<file path="config.mk">
export PLATFORM = sky130hd
export DESIGN_NAME = frame_window_sequencer
export DESIGN_NICKNAME = d
export VERILOG_FILES = /design/src/rtl/frame_window_sequencer_pkg.sv /design/src/rtl/frame_position_counter.sv /design/src/rtl/frame_window_sequencer.sv
export SDC_FILE = /design/constraint.sdc
export NUM_CORES = 1
export LEC_CHECK = 0
export ABC_CLOCK_PERIOD_IN_PS = 3450
export CORE_UTILIZATION = 52
export DETAILED_ROUTE_END_ITERATION = 8
export MAX_ROUTING_LAYER = met4
export PLACE_DENSITY = 0.78
export SYNTH_ARGS = -nofsm -noshare
export SYNTH_HDL_FRONTEND = slang
export SYNTH_HIERARCHICAL = 1
export SYNTH_SLANG_ARGS = --single-unit
export TNS_END_PERCENT = 100
</file>
<file path="constraint.sdc">
create_clock -name clk -period 3.45 [get_ports clk]
set_clock_uncertainty 0.2 [all_clocks]
set_input_delay 0.5175 -clock clk [delete_from_list [all_inputs] [get_ports clk]]
set_output_delay 0.5175 -clock clk [all_outputs]
set_load 0.01 [all_outputs]
</file>
<file path="src/rtl/frame_window_sequencer_pkg.sv">
// Shared definitions for the frame window sequencer and the line buffers it drives.
package frame_window_sequencer_pkg;

  localparam int IMG_WIDTH = 640;

  typedef enum logic [2:0] {
    ST_IDLE   = 3'd0,
    ST_CLEAR  = 3'd1,
    ST_FILL   = 3'd2,
    ST_PRIME  = 3'd3,
    ST_STREAM = 3'd4,
    ST_FLUSH  = 3'd5,
    ST_DONE   = 3'd6
  } state_t;

endpackage

</file>
<file path="src/rtl/frame_position_counter.sv">
// Column/row position counter: column wraps at WIDTH-1 and carries into the row.
module frame_position_counter
  import frame_window_sequencer_pkg::*;
#(
  parameter int WIDTH    = IMG_WIDTH,
  parameter int COL_W    = 10,
  parameter int ROW_W    = 11,
  parameter int ROW_INIT = 0
) (
  input  logic             clk,
  input  logic             rst,
  input  logic             i_clr,
  input  logic             i_en,
  output logic [COL_W-1:0] o_col,
  output logic [ROW_W-1:0] o_row
);

  logic [COL_W-1:0] r_col;
  logic [ROW_W-1:0] r_row;

  // position register with clear-to-origin and end-of-line wrap
  always_ff @(posedge clk) begin
    if (rst) begin
      r_col <= '0;
      r_row <= '0;
    end else if (i_clr) begin
      r_col <= '0;
      r_row <= ROW_W'(ROW_INIT);
    end else if (i_en) begin
      if (r_col == COL_W'(WIDTH - 1)) begin
        r_col <= '0;
        r_row <= r_row + ROW_W'(1);
      end else begin
        r_col <= r_col + COL_W'(1);
      end
    end
  end

  assign o_col = r_col;
  assign o_row = r_row;

endmodule

</file>
<file path="src/rtl/frame_window_sequencer.sv">
// Frame controller for the 3-line-buffer 3x3 window generator: clears, primes,
// streams and drains the buffers, and tags each emitted window with its position.
module frame_window_sequencer
  import frame_window_sequencer_pkg::*;
#(
  parameter int MAX_HEIGHT = 2047,
  parameter int PIX_W      = 8,
  parameter int ROW_W      = 11,
  parameter int COL_W      = 10,
  parameter int CNT_W      = 21
) (
  input  logic             clk,
  input  logic             rst,
  input  logic             i_start,
  input  logic [ROW_W-1:0] i_frame_height,
  output logic             o_busy,
  output logic             o_done,
  output logic             o_underrun,
  input  logic             i_s_valid,
  input  logic [PIX_W-1:0] i_s_data,
  output logic             o_s_ready,
  output logic             o_lb_rst,
  output logic             o_lb_valid,
  output logic [PIX_W-1:0] o_lb_data,
  input  logic             i_lb_out_valid,
  output logic             o_win_valid,
  output logic [ROW_W-1:0] o_win_row,
  output logic [COL_W-1:0] o_win_col,
  output logic             o_win_first_row,
  output logic             o_win_last_row,
  output logic             o_win_first_col,
  output logic             o_win_last_col
);

  state_t           r_state;
  state_t           w_next;
  logic [ROW_W-1:0] r_height;
  logic [CNT_W-1:0] r_total;
  logic [CNT_W-1:0] r_in_cnt;
  logic             r_underrun;

  logic             w_start_ok;
  logic             w_in_en;
  logic             w_fill_done;
  logic             w_stream_end;
  logic             w_win_live;
  logic             w_win_valid;
  logic             w_win_last_col;
  logic             w_win_last;
  logic [COL_W-1:0] w_in_col;
  logic [ROW_W-1:0] w_in_row;
  logic [COL_W-1:0] w_win_col;
  logic [ROW_W-1:0] w_win_row;

  // compared one bit wider so the range check stays meaningful at MAX_HEIGHT = 2^ROW_W-1
  assign w_start_ok = (r_state == ST_IDLE) && i_start &&
                      (i_frame_height >= ROW_W'(3)) &&
                      ({1'b0, i_frame_height} <= (ROW_W + 1)'(MAX_HEIGHT));

  assign w_in_en = ((r_state == ST_FILL) && i_s_valid) || (r_state == ST_STREAM);

  // input position (3, 0) is the 3*IMG_WIDTH+1-th accepted pixel
  assign w_fill_done  = (w_in_row == ROW_W'(3)) && (w_in_col == COL_W'(0));
  assign w_stream_end = (r_in_cnt + CNT_W'(1)) >= r_total;

  assign w_win_live     = ((r_state == ST_STREAM) || (r_state == ST_FLUSH)) &&
                          (w_win_row <= (r_height - ROW_W'(2)));
  assign w_win_valid    = i_lb_out_valid && w_win_live;
  assign w_win_last_col = (w_win_col == COL_W'(IMG_WIDTH - 1));
  assign w_win_last     = w_win_valid && w_win_last_col && (w_win_row == (r_height - ROW_W'(2)));

  frame_position_counter #(
    .WIDTH(IMG_WIDTH), .COL_W(COL_W), .ROW_W(ROW_W), .ROW_INIT(0)
  ) u_in_pos (
    .clk(clk), .rst(rst), .i_clr(w_start_ok), .i_en(w_in_en),
    .o_col(w_in_col), .o_row(w_in_row)
  );

  frame_position_counter #(
    .WIDTH(IMG_WIDTH), .COL_W(COL_W), .ROW_W(ROW_W), .ROW_INIT(1)
  ) u_win_pos (
    .clk(clk), .rst(rst), .i_clr(w_start_ok), .i_en(w_win_valid),
    .o_col(w_win_col), .o_row(w_win_row)
  );

  // state, frame geometry, pixel count and sticky underrun
  always_ff @(posedge clk) begin
    if (rst) begin
      r_state    <= ST_IDLE;
      r_height   <= '0;
      r_total    <= '0;
      r_in_cnt   <= '0;
      r_underrun <= 1'b0;
    end else begin
      r_state <= w_next;
      if (w_start_ok) begin
        r_height   <= i_frame_height;
        r_total    <= CNT_W'(IMG_WIDTH) * CNT_W'(i_frame_height);
        r_in_cnt   <= '0;
        r_underrun <= 1'b0;
      end else if (w_in_en) begin
        r_in_cnt <= r_in_cnt + CNT_W'(1);
        if ((r_state == ST_STREAM) && !i_s_valid) begin
          r_underrun <= 1'b1;
        end
      end
    end
  end

  // next state and pixel-path outputs
  always_comb begin
    w_next     = r_state;
    o_s_ready  = 1'b0;
    o_lb_valid = 1'b0;
    o_lb_data  = '0;
    case (r_state)
      ST_IDLE:  w_next = w_start_ok ? ST_CLEAR : ST_IDLE;
      ST_CLEAR: w_next = ST_FILL;
      ST_FILL: begin
        o_s_ready  = 1'b1;
        o_lb_valid = i_s_valid;
        o_lb_data  = i_s_data;
        w_next     = (i_s_valid && w_fill_done) ? ST_PRIME : ST_FILL;
      end
      ST_PRIME: w_next = i_lb_out_valid ? ST_STREAM : ST_PRIME;
      ST_STREAM: begin
        o_s_ready  = 1'b1;
        o_lb_valid = 1'b1;
        o_lb_data  = i_s_valid ? i_s_data : '0;
        if (w_win_last) begin
          w_next = ST_DONE;
        end else if (w_stream_end) begin
          w_next = ST_FLUSH;
        end else begin
          w_next = ST_STREAM;
        end
      end
      ST_FLUSH: begin
        o_lb_valid = 1'b1;
        w_next     = w_win_last ? ST_DONE : ST_FLUSH;
      end
      ST_DONE:  w_next = ST_IDLE;
      default:  w_next = ST_IDLE;
    endcase
  end

  assign o_busy     = (r_state != ST_IDLE) && (r_state != ST_DONE);
  assign o_done     = (r_state == ST_DONE);
  assign o_lb_rst   = rst || (r_state == ST_CLEAR) || (r_state == ST_DONE);
  assign o_underrun = r_underrun;

  assign o_win_valid     = w_win_valid;
  assign o_win_row       = w_win_row;
  assign o_win_col       = w_win_col;
  assign o_win_first_row = w_win_valid && (w_win_row == ROW_W'(1));
  assign o_win_last_row  = w_win_valid && (w_win_row == (r_height - ROW_W'(2)));
  assign o_win_first_col = w_win_valid && (w_win_col == COL_W'(0));
  assign o_win_last_col  = w_win_valid && w_win_last_col;

endmodule

</file>
Word-level counts from Yosys, hierarchy flattened
Index checks and enable logic that the tools add are counted.
{"block": "op_classes", "addsub": 6, "mux": 16, "multipliers": 1, "eq_ne": 12, "n_reduce_logical": 32, "order_cmp": 3}
{"op": "11-bit by 1-bit adder with 11-bit output, second input constant", "count": 2}
{"op": "21-bit by 1-bit adder with 21-bit output, second input constant", "count": 1}
{"op": "21-bit >= comparator", "count": 1}
{"op": "10-bit by 1-bit adder with 10-bit output, second input constant", "count": 2}
{"op": "10-bit == test, second input constant", "count": 2}
{"op": "10-bit logical NOT", "count": 2}
{"op": "10-bit two-way mux", "count": 2}
{"op": "3-bit case mux with 6 select lines", "count": 1}
{"op": "8-bit case mux with 2 select lines", "count": 1}
{"op": "1-bit logical AND", "count": 14}
{"op": "3-bit by 11-bit multiplier with 14-bit output, first input constant", "count": 1}
{"op": "11-bit by 1-bit == test with 1-bit output, second input constant", "count": 1}
{"op": "11-bit == test", "count": 1}
{"op": "11-bit by 2-bit == test with 1-bit output, second input constant", "count": 1}
{"op": "11-bit by 2-bit >= comparator with 1-bit output, second input constant", "count": 1}
{"op": "11-bit <= comparator", "count": 1}
{"op": "11-bit by 2-bit subtractor with 11-bit output, second input constant", "count": 1}
{"op": "3-bit == test, second input constant", "count": 3}
{"op": "8-bit two-way mux", "count": 1}
{"op": "2-bit AND reduction", "count": 4}
{"op": "1-bit two-way mux", "count": 7}
{"op": "3-bit by 2-bit == test with 1-bit output, second input constant", "count": 2}
{"op": "2-bit OR reduction", "count": 3}
{"op": "1-bit logical OR", "count": 4}
{"op": "other kinds (9)", "count": 11}
{"block": "word_totals", "out_inout_bits": 40, "register_bits": 92}

Depth between registers and ports, before layout
{"block": "depth", "word_depth": 8, "mapped_depth": 18}

By module
Netlist, hierarchy kept.
{"mod": "frame_window_sequencer", "area_each_um2": 3723.6, "cells_each": 468, "n_inst": 1, "seq_area_each_um2": 960.9}
{"mod": "frame_position_counter at u_in_pos", "area_each_um2": 1016.0, "cells_each": 115, "n_inst": 1, "seq_area_each_um2": 420.4}
{"mod": "frame_position_counter at u_win_pos", "area_each_um2": 957.2, "cells_each": 109, "n_inst": 1, "seq_area_each_um2": 420.4}

Worst setup path before layout
No wires, ideal clock.
{"block": "synth_path", "kind": "register to register", "startpoint": "reg r_height[3]", "endpoint": "reg u_win_pos.r_row[10] (netlist: u_win_pos/o_row[10])", "arrival_time_ns": 3.630, "period_less_slack_ns": 3.900, "setup_slack_ns": -0.450, "setup_time_ns": 0.070, "path_buffers": 1, "stages_incl_launch_ff": 18, "path_cell_list": "dfxtp_1 nor4_1 nand2b_1 or3_1 nor3_1 xnor2_1 ha_1 nand4_1 or3_1 nor2b_1 o31ai_1 nand2_1 inv_1 and3_1 buf_4 nand4_4 or4_1 a21oi_1"}
{"block": "synth_via", "elab_chain_len": 5}
{"item": "start, declared", "line_no": "frame_window_sequencer.sv:37", "rtl": "logic [ROW_W-1:0] r_height;"}
{"item": "start signal, assigned", "line_no": "frame_window_sequencer.sv:97", "rtl": "r_height <= i_frame_height;"}
{"item": "11-bit by 2-bit subtractor with 11-bit output", "line_no": "frame_window_sequencer.sv:67", "rtl": "(w_win_row <= (r_height - ROW_W'(2)));"}
{"item": "11-bit <= comparator", "line_no": "frame_window_sequencer.sv:67"}
{"item": "1-bit logical AND", "line_no": "frame_window_sequencer.sv:66", "rtl": "assign w_win_live = ((r_state == ST_STREAM) || (r_state == ST_FLUSH)) &&"}
{"item": "1-bit logical AND", "line_no": "frame_window_sequencer.sv:68", "rtl": "assign w_win_valid = i_lb_out_valid && w_win_live;"}
{"item": "net o_win_valid", "line_no": "frame_window_sequencer.sv:26", "rtl": "output logic o_win_valid,"}
{"item": "2-bit AND reduction (no line)"}
{"item": "end signal, assigned", "line_no": "frame_position_counter.sv:28", "rtl": "r_row <= ROW_W'(ROW_INIT);"}
{"item": "end signal, assigned", "line_no": "frame_position_counter.sv:32", "rtl": "r_row <= r_row + ROW_W'(1);"}
{"item": "end, declared", "line_no": "frame_position_counter.sv:19", "rtl": "logic [ROW_W-1:0] r_row;"}
The timed path passes the listed nets, and every way through them passes these cells.
A chain may end at the register's enable or synchronous reset.

Worst setup path in the final report
{"block": "layout_path", "startpoint": "reg r_height[6]", "endpoint": "reg u_win_pos.r_row[7] (netlist: u_win_pos/o_row[7])"}
{"block": "layout_via", "elab_chain_len": 5}
{"item": "11-bit by 2-bit subtractor with 11-bit output", "line_no": "frame_window_sequencer.sv:67"}
{"item": "11-bit <= comparator", "line_no": "frame_window_sequencer.sv:67"}
{"item": "1-bit logical AND", "line_no": "frame_window_sequencer.sv:66"}
{"item": "1-bit logical AND", "line_no": "frame_window_sequencer.sv:68"}
{"item": "2-bit AND reduction (no line)"}
Every way passes these cells.

==> summary.md <==
| Metric | Value |
|---|---|
| Slew @ Worst Pin | 0.509 ns |
| Max_slew headroom | 0.660 |
| Synth cell count leaders | dfxtp_1, nor2_1, nand2_1 |
| Antenna fix cells | 0 |
| Synth area leaders | dfxtp_1, ha_1, xor2_1, xnor2_1, nor2_1 |
| Initial antenna violation count | 0 |
| Final GP Congestion | 0.852 |
| Root Buffer | clkbuf_8 |
| CTS buffer count | 9 |
| CP required | 3.55 ns |
| Global-route total usage across every layer | 0.255 |
| Combinational share of power | 0.215 |
| Num rows | 37 |
| P&R area growth vs syn | 22.8% |
| Die Span X | 107 µm |
| Clock sinks | 90 |
| Fin nets | 856 |
| Number of flops mapped to enable cells by yosys | 0 |
| DR DRC count | 0 |
| Final HPWL DP | 10,300 µm |
| IO Count | 64 |
| GRT overflow | 0 |
| Crit-path max FO | 7 |
| Sequential share of power | 0.478 |
| Failing checks | setup timing |
| Max Cap Violations | 0 |
| First-pass GRT wire length | 22,800 µm |
| Number of iterations in the first detailed-routing pass | 6 |
| Routed WL | 13,800 µm |
| Average size of a mapped cell | 8.23 µm² |
| Core area | 10,500 µm² |
| Internal power | 1640 µW |
| FF+latch count, synth | 90 |
| Cell accounting for the most synthesized area | dfxtp_1 |
| Synth Cell Area | 5700 µm² |
| PortBufs | 63 |
| Net Sw Power | 667 µW |
| Layout Cells excl Fill | 922 |
| Hold Path Class | reg2reg |
| Switching portion of total power | 0.290 |
| Post-route ant nets | 0 |
| Htree depth | 3 |
| Pleak | 0.00273 µW |
| Kind of critical path | reg2reg |
| PD cells | 329 nW/µm² |
| Reg clk slew, reported paths | 0.09 ns |
| Deepest clock path buffer count | 2 |
| Critical path launch point type | register |
| Largest net degree at the start of global routing | 31 |
| Initial DRC count | 249 |
| Vias | 5,239 |
| Unrepaired setup endpoints after global routing | true |
| Worst Path Arrival | 3.99 ns |
| Most used flip-flop cell after synthesis | dfxtp_1 |
| Vias per cell | 5.68 |
| Setup-failing EPs final | 24 |
| Worst setup margin | -0.441 ns |
| Dpl cells | 898 |
| Number of global-route vias before repair | 5,097 |
| Routed len/inst | 15.0 µm |
| CTS Hold Bufs | 0 |
| Setup TNS after final layout | -7.82 ns |
| Final-report max-slew violation count | 0 |
| CP endpoint kind | register |
| Share of cells above drive strength 1 | 0.135 |
| Clock power share | 0.308 |
| Initial core utilization | 0.544 |
| Top cell type's share of synthesized area | 0.316 |
| Most common cell in the synthesized netlist | dfxtp_1 |
| Die ar. | 11,400 µm² |
| Later-pin clock latency in the skew report | 0.37 ns |
| Ys async rst share | 0 |
| Period Utilization, post-route | 1.13 |
| Worst vdd ir | 0.349 mV |
| Mapped Nets | 767 |
| Seq/Total Area, Yosys | 0.316 |
| Status | complete, but fails checks |
| Mapped Cells | 692 |
| Syn. warnings | 6 |
| Clock period minus worst slack | 3.89 ns |
| CTS tree | built |
| Final hold vios | 0 |
| Die height | 107 µm |
| Count of unique library cells instantiated by Yosys | 59 |
| Achievable frequency | 257 MHz |
## routing by layer
metal,routed length (µm),global-route usage,vias to the layer above
li1,-,-,2619
met4,357,0.0949,0
met5,0,-,-
met3,459,0.0432,36
met1,6070,0.289,2462
met2,6920,0.450,122
## power by group through the flow
stage               registers (µW)  clock network [µW]  logic [µW]
floorplan                     1110                   0         313
global placement              1120                   0         447
detailed placement            1120                   0         467
CTS                           1100                 726         490
global route                  1110                 762         549
finish                        1100                 709         495
## repair_timing
item,in CTS,in global routing
resized for setup,37,21
gates cloned,0,0
endpoints found under the setup margin,24,27
pin swaps,15,7
setup buffers,8,2
## through the flow
stage | worst slack [ns] | cell area, µm² | util | hold slack [ns] | power, µW
CTS | -0.528 | 6920 | 0.662 | 0.264 | 2320
finish | -0.441 | 7000 | 0.669 | 0.266 | 2300
global placement | -0.389 | 6650 | 0.635 | 0.240 | 1570
global route | -0.677 | 7000 | 0.669 | 0.300 | 2420
detailed placement | -0.514 | 6650 | 0.635 | 0.252 | 1590
floorplan | -0.221 | 5720 | - | 0.232 | 1420
## layout make-up
class / instances / area [µm²]
inverter: 29 / 111
clock inverter: 6 / 57.6
timing repair buffer: 103 / 942
multi-input combinational: 548 / 3780
sequential: 90 / 1810
tap: 136 / 170
clock buffer: 10 / 128
fill: 894 / 3470
## critical path, stage by stage, from the launching register on
cell	delay, ns
dfxtp_2	0.34
nor4_4	0.28
nand2b_1	0.10
or3_4	0.37
nor3_4	0.14
xnor2_1	0.09
ha_1	0.29
nand4_1	0.11
or3_4	0.36
nor2b_1	0.14
o31ai_1	0.06
nand2_1	0.16
buf_4	0.17
inv_4	0.06
and3_4	0.20
nand4_1	0.21
or3_1	0.40
a21oi_2	0.14
## state kept, by name (all words and copies together) (netlist names)
| name | cells |
|---|---|
| r_total | 12 |
| o_underrun | 1 |
| r_in_cnt | 21 |
| u_win_pos/o_row | 11 |
| r_state | 3 |
| u_win_pos/o_col | 10 |
| u_in_pos/o_col | 10 |
| r_height | 11 |
| u_in_pos/o_row | 11 |
## kinds of logic after synthesis
kind of cell,Yosys count,synth area share
AOI/OAI and AO/OA,113,0.122
DFF,90,0.316
and+or+nand+nor,309,0.291
buffers and inverters,54,0.0411
xor gates and xnor gates,71,0.109
muxes,4,0.00703
adders and majority gates,51,0.113
## placed cells by master (no fill, tap or decap), drive strengths merged, types with 2 or more instances in the layout
cell            n
and4            3
nand2          73
dfxtp          90
and2           11
nand2b          6
clkbuf         10
a211oi          5
a21oi          55
a21o           10
inv            29
nor2b           5
buf            45
ha             50
nor4           10
and3           10
nand4          31
xor2           36
or2             6
nor2           76
o21a            4
mux2i           4
xnor2          35
nand3b          2
clkinv          4
o41ai           3
o31ai          10
nand3          26
nor4b           4
nor3b           3
or3            15
nor3           19
clkdlybuf4s50  58
or4             7
o21ai          16
## path summary, 6_finish.rpt
check	cells after the start	slack (ns)	end	startpoint
setup / recovery	17	-0.44	u_win_pos/o_row[7]	r_height[6]
hold / removal	2	0.27	r_total[9]	r_total[9]
setup reg to reg	17	-0.44	u_win_pos/o_row[7]	r_height[6]
hold reg to reg	2	0.27	r_total[9]	r_total[9]
(Power assumes the default switching activity.)
